[config.mk]
export PLATFORM = sky130hd
export DESIGN_NAME = conv3x3_core
export DESIGN_NICKNAME = d
export VERILOG_FILES = /design/src/rtl/conv_pkg.sv /design/src/rtl/conv_pos_counter.sv /design/src/rtl/conv3x3_core.sv
export SDC_FILE = /design/constraint.sdc
export NUM_CORES = 1
export LEC_CHECK = 0
export CAP_MARGIN = 5
export CORE_ASPECT_RATIO = 0.7
export CORE_MARGIN = 2
export CORE_UTILIZATION = 42
export DETAILED_ROUTE_END_ITERATION = 10
export PLACE_DENSITY_LB_ADDON = 0.3
export SYNTH_ARGS = -nofsm -noshare
export SYNTH_HDL_FRONTEND = slang
export SYNTH_SLANG_ARGS = --single-unit
[constraint.sdc]
create_clock -name clk -period 5 [get_ports clk]
set_clock_uncertainty 0.1 [all_clocks]
set_input_delay 1 -clock clk [delete_from_list [all_inputs] [get_ports clk]]
set_output_delay 1 -clock clk [all_outputs]
set_load 0.01 [all_outputs]
[src/rtl/conv_pkg.sv]
// Shared constants and helpers for the 3x3 convolution core.
package conv_pkg;

  localparam int PIX_W = 8;

  localparam logic [1:0] MODE_PASS  = 2'd0;
  localparam logic [1:0] MODE_GAUSS = 2'd1;
  localparam logic [1:0] MODE_SOBEL = 2'd2;
  localparam logic [1:0] MODE_SHARP = 2'd3;

  // Clamp a signed 13-bit kernel result into an unsigned pixel.
  function automatic logic [PIX_W-1:0] sat_u8(input logic signed [12:0] v);
    if (v < 13'sd0)
      return '0;
    else if (v > 13'sd255)
      return '1;
    return v[PIX_W-1:0];
  endfunction

endpackage

[src/rtl/conv_pos_counter.sv]
// Output column/row position tracking with registered line/frame pulses.
module conv_pos_counter #(
  parameter int IMG_COLS = 540,
  parameter int IMG_ROWS = 960,
  parameter int COL_W    = 10,
  parameter int ROW_W    = 10
) (
  input  logic             clk,
  input  logic             rst_n,
  input  logic             clr,
  input  logic             adv,
  input  logic             nxt_vld,
  output logic [COL_W-1:0] col,
  output logic [ROW_W-1:0] row,
  output logic             line_done,
  output logic             frame_done
);

  localparam logic [COL_W-1:0] COL_LAST = COL_W'(IMG_COLS - 1);
  localparam logic [ROW_W-1:0] ROW_LAST = ROW_W'(IMG_ROWS - 1);

  logic             col_last, row_last;
  logic [COL_W-1:0] col_inc, nxt_col;
  logic [ROW_W-1:0] row_inc, nxt_row;

  assign col_last = (col == COL_LAST);
  assign row_last = (row == ROW_LAST);
  assign col_inc  = col_last ? '0 : col + 1'b1;
  assign row_inc  = !col_last ? row : (row_last ? '0 : row + 1'b1);

  // While a pixel is on the output, the counters hold its position, so the
  // pixel about to enter the output register sits one step further on.
  assign nxt_col = adv ? col_inc : col;
  assign nxt_row = adv ? row_inc : row;

  always_ff @(posedge clk or negedge rst_n) begin
    if (!rst_n) begin
      col        <= '0;
      row        <= '0;
      line_done  <= 1'b0;
      frame_done <= 1'b0;
    end else if (clr) begin
      col        <= '0;
      row        <= '0;
      line_done  <= 1'b0;
      frame_done <= 1'b0;
    end else begin
      if (adv) begin
        col <= col_inc;
        row <= row_inc;
      end
      line_done  <= nxt_vld && (nxt_col == COL_LAST);
      frame_done <= nxt_vld && (nxt_col == COL_LAST) && (nxt_row == ROW_LAST);
    end
  end

endmodule

[src/rtl/conv3x3_core.sv]
// 3-stage 3x3 kernel core: pass / gauss / sobel magnitude / sharpen.
module conv3x3_core
  import conv_pkg::*;
#(
  parameter int IMG_COLS = 540,
  parameter int IMG_ROWS = 960,
  parameter int COL_W    = 10,
  parameter int ROW_W    = 10
) (
  input  logic             clk,
  input  logic             rst_n,
  input  logic             core_en_i,
  input  logic [1:0]       mode_i,
  input  logic             clr_i,
  input  logic [7:0]       data_0_0_i,
  input  logic [7:0]       data_0_1_i,
  input  logic [7:0]       data_0_2_i,
  input  logic [7:0]       data_1_0_i,
  input  logic [7:0]       data_1_1_i,
  input  logic [7:0]       data_1_2_i,
  input  logic [7:0]       data_2_0_i,
  input  logic [7:0]       data_2_1_i,
  input  logic [7:0]       data_2_2_i,
  output logic [7:0]       pixel_o,
  output logic             pixel_valid_o,
  output logic             line_done_o,
  output logic             frame_done_o,
  output logic             busy_o,
  output logic [COL_W-1:0] cnt_out_col_o,
  output logic [ROW_W-1:0] cnt_out_row_o
);

  localparam int STAGES = 3;

  logic [STAGES:1]                 vld_pipe;
  logic [2:0][2:0][PIX_W-1:0]      win_d, win1;
  logic [1:0]                      mode1, mode2;
  logic signed [12:0]              p [3][3];
  logic signed [12:0]              gauss, gx, gy, sharp, s2_a_d, s2_a;
  logic signed [10:0]              s2_b;
  logic [10:0]                     ax, ay;
  logic signed [12:0]              mag;
  logic [PIX_W-1:0]                res;

  assign win_d = {data_2_2_i, data_2_1_i, data_2_0_i,
                  data_1_2_i, data_1_1_i, data_1_0_i,
                  data_0_2_i, data_0_1_i, data_0_0_i};

  always_ff @(posedge clk or negedge rst_n) begin
    if (!rst_n)     vld_pipe <= '0;
    else if (clr_i) vld_pipe <= '0;
    else            vld_pipe <= {vld_pipe[STAGES-1:1], core_en_i};
  end

  // S1: window capture
  always_ff @(posedge clk or negedge rst_n) begin
    if (!rst_n) begin
      win1  <= '0;
      mode1 <= MODE_PASS;
    end else if (core_en_i && !clr_i) begin
      win1  <= win_d;
      mode1 <= mode_i;
    end
  end

  // S2: signed kernel sums, 13 bits covers every mode's range
  always_comb begin
    for (int r = 0; r < 3; r++)
      for (int c = 0; c < 3; c++)
        p[r][c] = $signed({5'b0, win1[r][c]});
    gauss = p[0][0] + (p[0][1] <<< 1) + p[0][2]
          + (p[1][0] <<< 1) + (p[1][1] <<< 2) + (p[1][2] <<< 1)
          + p[2][0] + (p[2][1] <<< 1) + p[2][2];
    gx    = (p[0][2] + (p[1][2] <<< 1) + p[2][2]) - (p[0][0] + (p[1][0] <<< 1) + p[2][0]);
    gy    = (p[2][0] + (p[2][1] <<< 1) + p[2][2]) - (p[0][0] + (p[0][1] <<< 1) + p[0][2]);
    sharp = (p[1][1] <<< 2) + p[1][1] - p[0][1] - p[1][0] - p[1][2] - p[2][1];
    case (mode1)
      MODE_GAUSS: s2_a_d = gauss;
      MODE_SOBEL: s2_a_d = gx;
      MODE_SHARP: s2_a_d = sharp;
      default:    s2_a_d = p[1][1];
    endcase
  end

  always_ff @(posedge clk or negedge rst_n) begin
    if (!rst_n) begin
      s2_a  <= '0;
      s2_b  <= '0;
      mode2 <= MODE_PASS;
    end else if (vld_pipe[1] && !clr_i) begin
      s2_a  <= s2_a_d;
      s2_b  <= gy[10:0];
      mode2 <= mode1;
    end
  end

  // S3: shift / magnitude / clamp into the output register
  always_comb begin
    ax  = s2_a[10] ? -s2_a[10:0] : s2_a[10:0];
    ay  = s2_b[10] ? 11'(-s2_b)  : 11'(s2_b);
    mag = $signed({2'b0, ax}) + $signed({2'b0, ay});
    case (mode2)
      MODE_GAUSS: res = s2_a[11:4];
      MODE_SOBEL: res = sat_u8(mag);
      MODE_SHARP: res = sat_u8(s2_a);
      default:    res = s2_a[PIX_W-1:0];
    endcase
  end

  always_ff @(posedge clk or negedge rst_n) begin
    if (!rst_n)           pixel_o <= '0;
    else if (clr_i)       pixel_o <= '0;
    else if (vld_pipe[2]) pixel_o <= res;
  end

  assign pixel_valid_o = vld_pipe[STAGES];
  assign busy_o        = |vld_pipe;

  conv_pos_counter #(
    .IMG_COLS (IMG_COLS),
    .IMG_ROWS (IMG_ROWS),
    .COL_W    (COL_W),
    .ROW_W    (ROW_W)
  ) u_pos (
    .clk        (clk),
    .rst_n      (rst_n),
    .clr        (clr_i),
    .adv        (vld_pipe[STAGES]),
    .nxt_vld    (vld_pipe[STAGES-1]),
    .col        (cnt_out_col_o),
    .row        (cnt_out_row_o),
    .line_done  (line_done_o),
    .frame_done (frame_done_o)
  );

endmodule
==> metrics <==
outcome=finished, violations left; violated checks=setup timing; initial antenna violation count=1; core area=approximately 0.028 mm²; Vias=9117; vias in the first global route=a little over 9000; Required @ worst endpoint=5.23 ns; Setup Viol. Count Final=3; I/O Buffers=109; CTS HTree Levels=4; worst r2r src=p[79]; First DRT Iteration DRCs=547; FFs w/ async S/R, synth=1.00; Max-cap violations=0; Post-synth EDFFs=0; die area=0.0295 mm²; DRC viols=0; clk buf depth=2; critical path capture point type=register; max layer used=met4; GRT Util Overall=0.215; Slew Viols, Final=0; most frequent cells in the layout=165 x inv_1, 133 x dfrtp_1, 127 x nand2_1, 112 x fa_1, 109 x o21ai_0; Final WS setup=-0.165 ns; first-pass GRT wire length=49.0 mm; FF-to-FF setup slack=-0.16 ns; row count=51; Mean Syn Cell Area=9.53 µm²; clock-pin slew on the worst setup and hold paths=roughly 0.060 ns; Crit Path Class=register to register; post-synthesis register bit count=133; share of the clock period used by the worst path=1.03; Worst Path Arrival=5.39 ns; Ports=110; layout cell share with drive strength beyond 1=0.107; post-synthesis sequential area ratio=0.282; Post-DP HPWL=23.7 mm; clock root buffer master=clkbuf_16; Min-Delay Endpoint=s2_b[6]; synth warn=0; total grt overflow=0; TritonCTS clock tree=yes; main flop type after synthesis=dfrtp_1; achievable frequency=194 MHz; area delta synth->final=21.1%; final wirelength=29.6 mm; Clock Sinks=about 130; nets=approximately 1700; largest net degree at the start of global routing=129; vias per inst=5.20; worst hold path type=register to register; die height=144 µm; drt first pass iters=5; slew margin rel.=0.407; crit-path max FO=2; met1 WL=around 15 mm; routability cong.=approximately 0.89; Initial Util=0.426; CTS Buf Count=17; WHS Path Cells=2; fin crit period=5.16 ns; syn nets=1526; Netlist cell types=70; final hold vios=0; Mapped Area=approximately 0.012 mm²; met3 WL=around 1.7 mm; Die Wd=204 µm; Min Hold Slack=~0.45 ns; FF-to-FF End=s2_a[11]; worst slew pin tran=~0.9 ns; FF-to-FF path depth=25; Clk Latency, worst-skew pair=roughly 0.44 ns; worst hold path startpoint=s2_b[6]; Avg WL per Cell=approximately 17 µm; fill count=2531; most common cell after layout, fill and taps aside=inv_1; Syn Inst Count=1239; DRT antenna net count=0; # hold bufs at CTS=0; Met2 Wirelength=12.6 mm; startpoint types=register; RSZ-0062 raised after global routing=yes
[metrics by stage]
stage          TNS (ns)  worst slack (ns)  instance area (µm²)  utilization  std cells
6_report         -0.397            -0.165                14300        0.516       1753
5_1_grt           -2.12            -0.413                14300        0.516       1752
4_1_cts          -0.345            -0.131                14200        0.512       1745
3_5_place_dp      -1.04            -0.284                13500        0.489       1710
3_3_place_gp     -0.664            -0.225                13500        0.489       1710
2_1_floorplan         0           0.00609                11900            -       1239
[critical path, stage by stage (launching register included)]
cell and delay [ns]:
dfrtp_1 0.39, fa_1 0.53, ha_4 0.20, buf_6 0.10
a21o_1 0.18, a21oi_2 0.15, o21bai_1 0.11, a21oi_2 0.15
o21bai_1 0.10, a21oi_2 0.16, xnor2_1 0.09, ha_1 0.30
inv_2 0.06, fa_1 0.42, fa_1 0.51, inv_2 0.05
ha_4 0.27, ha_4 0.19, o21ai_1 0.11, nand2b_1 0.12
a21oi_4 0.19, a21oi_2 0.05, xnor2_1 0.13, nand2_1 0.07
a31oi_1 0.08, a31o_2 0.23
[registers in the layout, summed over array words and instances (netlist names)]
signal / cells
mode1: 2
mode2: 2
p: 72
pixel_o: 8
s2_a: 13
s2_b: 11
u_pos.col: 10
u_pos.frame_done: 1
u_pos.line_done: 1
u_pos.row: 10
vld_pipe: 3
[logic make-up (layout without fill, tap and decap cells)]
| family | after synthesis | after routing | synth area share |
|---|---|---|---|
| AOI/OAI and AO/OA | 280 | 280 | 0.145 |
| xor gates and xnor gates | 76 | 76 | 0.0564 |
| adders and majority gates | 209 | 209 | 0.296 |
| buffers and inverters | 215 | 357 | 0.0687 |
| DFF | 133 | 133 | 0.282 |
| muxes | 29 | 29 | 0.0322 |
| other | 0 | 1 | 0 |
| and+or+nand+nor | 297 | 297 | 0.120 |
[what timing repair did]
item / 4_1_cts / 5_1_grt
setup endpoints to repair: 6 / 9
resized for setup: 18 / 19
pin swaps: 25 / 26
setup buffers: 5 / 7
[how the worst max path moves through the flow]
stage,from,endpoint,slack (ns),cells past startpoint
6_report,p[79],s2_a[11],-0.16,25
5_1_grt,p[79],s2_a[11],-0.41,25
4_1_cts,p[105],s2_a[11],-0.13,25
3_5_place_dp,p[79],s2_a[11],-0.28,23
3_3_place_gp,p[79],s2_a[11],-0.22,23
2_1_floorplan,p[79],s2_a[11],0.006,23
[cell type report]
class	instances	area (µm²)	share of cell area
Multi-Input combinational cell	891	7850	0.549
Sequential cell	133	3330	0.233
Timing Repair Buffer	155	1460	0.102
Inverter	172	646	0.0452
Clock buffer	22	474	0.0332
Tap cell	371	464	0.0325
Clock inverter	8	77.6	0.00543
Antenna cell	1	2.50	0.000175
[Yosys cell counts, types with 13 or more instances]
library cell / n / area share
nor2_1: 59 / 0.019
nor3_1: 13 / 0.0055
xnor2_1: 51 / 0.038
clkbuf_1: 35 / 0.011
a21oi_1: 60 / 0.025
nand2b_1: 15 / 0.0080
inv_1: 171 / 0.054
nand2_1: 127 / 0.040
xor2_1: 25 / 0.019
mux2_2: 22 / 0.021
dfrtp_1: 133 / 0.28
ha_1: 92 / 0.098
o21ai_0: 116 / 0.049
nand3_1: 19 / 0.0081
a21o_1: 15 / 0.0095
a31oi_1: 15 / 0.0080
fa_1: 117 / 0.20
[metal layers]
metal | up-vias | GRT usage
li1 | 4413 | -
met1 | 4420 | 0.319
met2 | 251 | 0.318
met3 | 33 | 0.0424
met4 | 0 | 0.0587
met5 | - | 0
Power is not shown: default switching activity piles up to over one toggle a cycle in this logic, so the estimate is an artifact.
